$ cat config.mk
export PLATFORM = sky130hd
export DESIGN_NAME = hazard_ctrl
export DESIGN_NICKNAME = d
export VERILOG_FILES = /design/src/rtl/hazard_ctrl.sv
export SDC_FILE = /design/constraint.sdc
export NUM_CORES = 1
export LEC_CHECK = 0
export CORE_AREA = 2 2 39 41
export CTS_BUF_LIST = sky130_fd_sc_hd__clkbuf_8 sky130_fd_sc_hd__clkbuf_16
export DETAILED_ROUTE_END_ITERATION = 10
export DIE_AREA = 0 0 41 43
export PLACE_DENSITY = 0.5
export REMOVE_ABC_BUFFERS = 1
export SLEW_MARGIN = 20
export SYNTH_ARGS = -nofsm -noshare
export SYNTH_HDL_FRONTEND = slang
export SYNTH_SLANG_ARGS = --single-unit
export TNS_END_PERCENT = 50
$ cat constraint.sdc
create_clock -name clk -period 2.55 [get_ports clk]
set_input_delay 0.6375 -clock clk [delete_from_list [all_inputs] [get_ports clk]]
set_output_delay 0.6375 -clock clk [all_outputs]
set_load 0.005 [all_outputs]
$ cat src/rtl/hazard_ctrl.sv
// Pipeline hazard controller: load-use stall sequencing, branch flush, memory-wait hold.
// Optional HAZARD_CTRL_EXMEM_EN adds EX/MEM load-use detection (single-cycle stall).
module hazard_ctrl #(
    parameter int AW           = 4,
    parameter int STALL_CYCLES = 1
) (
    input  logic          clk,
    input  logic          rst,
    input  logic [AW-1:0] ifidOP1,
    input  logic [AW-1:0] ifidOP2,
    input  logic [AW-1:0] idexOP1,
    input  logic          idexR,
    input  logic          w,
    input  logic          brtaken,
`ifdef HAZARD_CTRL_EXMEM_EN
    input  logic [AW-1:0] exmemOP1,
    input  logic          exmemR,
`endif
    output logic          pcdrive,
    output logic          stall,
    output logic          flush,
    output logic          busy
);

    typedef enum logic [1:0] {
        IDLE  = 2'd0,
        STALL = 2'd1,
        FLUSH = 2'd2
    } state_e;

    localparam logic [3:0] CNT_INIT = 4'((STALL_CYCLES > 1) ? (STALL_CYCLES - 2) : 0);

    state_e     state_q, state_d;
    logic [3:0] cnt_q, cnt_d;
    logic       hit;
    logic       ex_hit;

    assign hit = idexR && (idexOP1 != '0) &&
                 ((idexOP1 == ifidOP1) || (idexOP1 == ifidOP2));

`ifdef HAZARD_CTRL_EXMEM_EN
    assign ex_hit = exmemR && (exmemOP1 != '0) &&
                    ((exmemOP1 == ifidOP1) || (exmemOP1 == ifidOP2));
`else
    assign ex_hit = 1'b0;
`endif

    // Output priority: reset, then branch flush, then memory wait, then state behaviour.
    always_comb begin
        stall = 1'b0;
        flush = 1'b0;
        if (rst) begin
            stall = 1'b1;
        end else if (brtaken) begin
            flush = 1'b1;
        end else begin
            unique case (state_q)
                IDLE:    stall = w || hit || ex_hit;
                STALL:   stall = 1'b1;
                FLUSH:   begin
                    flush = 1'b1;
                    stall = w;
                end
                default: stall = 1'b1;
            endcase
        end
        busy    = (state_q == STALL) && !rst;
        pcdrive = !stall && !rst;
    end

    always_comb begin
        state_d = state_q;
        cnt_d   = cnt_q;
        if (rst) begin
            state_d = IDLE;
            cnt_d   = '0;
        end else if (brtaken) begin
            state_d = FLUSH;
            cnt_d   = '0;
        end else if (!w) begin
            unique case (state_q)
                IDLE: begin
                    if (hit && (STALL_CYCLES > 1)) begin
                        state_d = STALL;
                        cnt_d   = CNT_INIT;
                    end
                end
                STALL: begin
                    if (cnt_q == '0) begin
                        state_d = IDLE;
                    end else begin
                        cnt_d = cnt_q - 4'd1;
                    end
                end
                FLUSH:   state_d = IDLE;
                default: begin
                    state_d = IDLE;
                    cnt_d   = '0;
                end
            endcase
        end
    end

    always_ff @(posedge clk) begin
        state_q <= state_d;
        cnt_q   <= cnt_d;
    end

endmodule
* Word-level counts from Yosys, hierarchy flattened
Index checks and enable logic that the tools add are counted.
Word-level totals: register bits after elaboration 6, input port bits 17, word-level logic and storage cells 44
Cells by class: $add $sub $neg 1, equal/unequal tests 9, multiplexer cells 12, bitwise operators 3, reduce and logical (&&, ||, !) cells 16
Operators by type and width (count):
- 3-bit AND reduction | 3
- 4-bit == test | 2
- 4-bit one-hot mux with 2 select lines | 1
- 2-bit two-way mux | 3
- 1-bit two-way mux | 5
- 1-bit logical AND | 4
- 4-bit logical NOT | 1
- 4-bit two-way mux | 1
- 2-bit by 1-bit != test with 1-bit output, second input constant | 2
- 2-bit != test, second input constant | 2
- 2-bit one-hot mux with 2 select lines | 1
- 4-bit nonzero test | 1
- 2-bit OR reduction | 2
- 4-bit by 1-bit subtractor with 4-bit output, second input constant | 1
- 3-bit by 2-bit != test with 1-bit output, second input constant | 1
- 1-bit NOT | 3
- 2-bit by 1-bit == test with 1-bit output, second input constant | 1
- 2-bit == test, second input constant | 1
- 1-bit logical NOT | 2
- 2-bit logical NOT | 1
- 1-bit logical OR | 2
- 1-bit one-hot mux with 2 select lines | 1

* Depth between registers and ports, before layout
depth in word-level cells 9, depth in mapped cells 4, depth with buffers taken out 4

* Least setup slack after synthesis
Ideal clock, no wire load.
path kind input to output, start point input port idexOP1[0], end point output port pcdrive, data arrival time 1362 ps, data required time 1913 ps, setup slack 551 ps, stages on the path 3, path buffers 0, path through or4_1 -> nand3_1 -> o21a_1
Between the ends: longest elaborated chain between the ends 9, elaborated cells on any way between the ends 12, classes of those cells eq/ne: 2; mux: 3; reduce/logical: 7
Ends and longest elaborated chain:
- start: declaration | RTL line 11 | input logic [AW-1:0] idexOP1,
- 4-bit == test or 4-bit nonzero test (tied branches) | RTL line 39, 38
- 1-bit logical OR or 1-bit logical AND (tied branches) | RTL line 39, 38
- 1-bit logical AND * | RTL line 38 | assign hit = idexR && (idexOP1 != '0) &&
- 1-bit logical OR * | RTL line 58 | IDLE: stall = w || hit || ex_hit;
- 1-bit one-hot mux with 2 select lines * | RTL line 57 | unique case (state_q)
- 1-bit two-way mux * | RTL line 54 | end else if (brtaken) begin
- 1-bit two-way mux * | RTL line 52 | if (rst) begin
- 1-bit logical NOT * | RTL line 68 | pcdrive = !stall && !rst;
- 1-bit logical AND * | RTL line 68
- end: declaration | RTL line 19 | output logic pcdrive,
Mark *: on every way between the ends. The rest lies on a longest branch, timed or not.

* Final worst setup path
start point input port brtaken, end point output port flush
Between the ends: longest elaborated chain between the ends 2
Ends and longest elaborated chain:
- start: declaration | RTL line 14 | input logic brtaken,
- 1-bit two-way mux | RTL line 54
- 1-bit two-way mux | RTL line 52
- end: declaration | RTL line 21 | output logic flush,
Every way passes these cells.

==> metrics.yaml <==
yosys_warnings: 0
crit_type: "in -> out"
vias: 230
reg2reg_depth: 3
grt_max_degree: 4
coreArea_mm2: 0.001384
die_w_um: 41
finalMaxSlewViolations: 0
rsz0062_at_grt: "yes"
dr.pass1.iters: 2
fin_crit_ns: 2.492
place.gp.congestion: 0.5827
worst_hold_slack_ns: 0.6262
gr-total-overflow: 0
io_pins: 21
die_h_um: 43
hp-class: "reg -> reg"
num-fill-cells: 162
multi_input_area_um2: 156.4
rows: 14
maxCapViolCount: 0
synth-seq-cells: 1
fin_nets: 63
fin_crit_sh_pct: 97.74
ir_worst_vdd_mv: 0.08743
netlist_area_um2: 165.2
cp.arrival_ns: 1.85
clock.fmax_ghz: 0.4012
pwr_density_cell_mw_per_mm2: 185.1
clk_pin_slew_ns: 0
grt_pass1_vias: 184
top_register: "state_q"
final_layout_size_suffix_gt1_share_pct: 20.45
pwr-share-comb_pct: 77.2
cts_setup_buffers: 0
outcome: "finished, final reports clean"
antennaDiodeCount: 0
dp_hpwl_um: 443
avgSynthCellArea_um2: 7.507
tns_ns: 0
fin_cells: 60
finClkSkew_ns: 0
seq_area_frac_synth_pct: 12.12
layout_common_cells: "clkdlybuf4s50_1, dlygate4sd2_1, xnor2_1, xor2_1, buf_4"
crit_path_max_fanout: 3
final_common_cell: "clkdlybuf4s50_1"
swShare_pct: 28.88
wirelength_um: 548
initial_core_util_pct: 11.93
drt-initial-drc-count: 1
hold_depth: 3
hold_viol: 0
grt_usage_pct: 6.206
netlist-cell-type-count: 14
clk_latency_ns: 0
antenna_left: 0
setup_viol: 0
endpoint_kind: "primary output"
reg_top3: "state_q (1)"
synth_cells: 22
clkPwrFrac_pct: 0
dieArea_mm2: 0.001763
leakagePower_nw: 0.1720
cp.required_ns: 1.91
cp-start-kind: "input pin"
place_inst: 60
p_int_mw: 0.05402
seqPwrFrac_pct: 22.8
via_per_inst: 3.833
largest_register_ffs: 1
drc_errors: 0
grt_pass1_wl_um: 793
area_delta_synth_final_pct: 148.5
antenna_found_initial: 0
io_buffers: 19
p_sw_mw: 0.02194
ctsHoldBuffers: 0
seqCellArea_um2: 20.02
post_drt_wl_per_cell_um: 9.133
==> power groups by stage <==
stage	logic (mW)	registers (mW)	clock network, mW
final	0.0587	0.0173	0
after global routing	0.0639	0.0174	0
after CTS	0.0592	0.0173	0
after detailed placement	0.0592	0.0173	0
after global placement	0.0594	0.0173	0
after floorplan	0.0175	0.0173	0
==> path summary, 6_finish.rpt <==
check | start | end | slack (ns)
hold / removal | state_q[1]$_SDFFE_PP0P_ | state_q[1]$_SDFFE_PP0P_ | 0.63
setup / recovery | brtaken | flush | 0.06
setup reg to reg | state_q[1]$_SDFFE_PP0P_ | state_q[1]$_SDFFE_PP0P_ | 1.82
hold reg to reg | state_q[1]$_SDFFE_PP0P_ | state_q[1]$_SDFFE_PP0P_ | 0.63
==> through the flow <==
step / setup slack [ns] / instance area, µm² / total power [mW] / utilization (%)
2_1_floorplan: 0.5507 / 157.7 / 0.03474 / -
5_1_grt: -0.02807 / 410.4 / 0.08129 / 29.66
3_3_place_gp: -0.4820 / 397.9 / 0.07672 / 28.75
6_report: 0.05773 / 410.4 / 0.07596 / 29.66
4_1_cts: 0.02824 / 411.6 / 0.07653 / 29.75
3_5_place_dp: -0.4721 / 397.9 / 0.07655 / 28.75
==> cell type report <==
| cell class | count | area share [%] |
|---|---|---|
| well taps | 16 | 4.878 |
| inverters | 1 | 0.9146 |
| flip-flops and latches | 1 | 4.878 |
| multi-input cells | 19 | 38.11 |
| repair buffers | 23 | 51.22 |
==> logic make-up (layout without fill, tap and decap cells) <==
family          count (synthesis)  after routing  synth area share, %
xor+xnor                        8              8                42.42
compound gates                  5              5                20.45
simple gates                    5              5                15.91
buf+inv                         2             24                6.818
other cells                     1              1                2.271
flops                           1              1                12.12
==> critical path, stage by stage <==
cell and delay [ns]:
clkdlybuf4s50_1 0.50, nor2_1 0.08, nor2_1 0.12, clkdlybuf4s50_1 0.52
==> what timing repair did <==
action	in CTS	in global routing
resized for setup	16	4
pin swaps	4	3
endpoints found under the setup margin	2	2
==> Yosys cell counts (all sizes together) <==
library cell / count / share of area [%]
xnor2: 4 / 21
xor2: 4 / 21
nor2: 2 / 4.5
o21a: 2 / 9.1
a21oi: 1 / 3.0
a41oi: 1 / 5.3
buf: 1 / 4.5
conb: 1 / 2.3
dfxtp: 1 / 12
inv: 1 / 2.3
nand3: 1 / 3.0
nor4: 1 / 3.8
o21ai: 1 / 3.0
or4: 1 / 4.5
==> layer usage <==
metal / up-vias / track usage (%) / wire, µm
met2: 17 / 10.31 / 241
met4: 0 / 0 / 0
li1: 119 / - / -
met5: - / 0 / 0
met1: 94 / 8.917 / 217
met3: 0 / 0.5236 / 89
(Power assumes the default switching activity.)
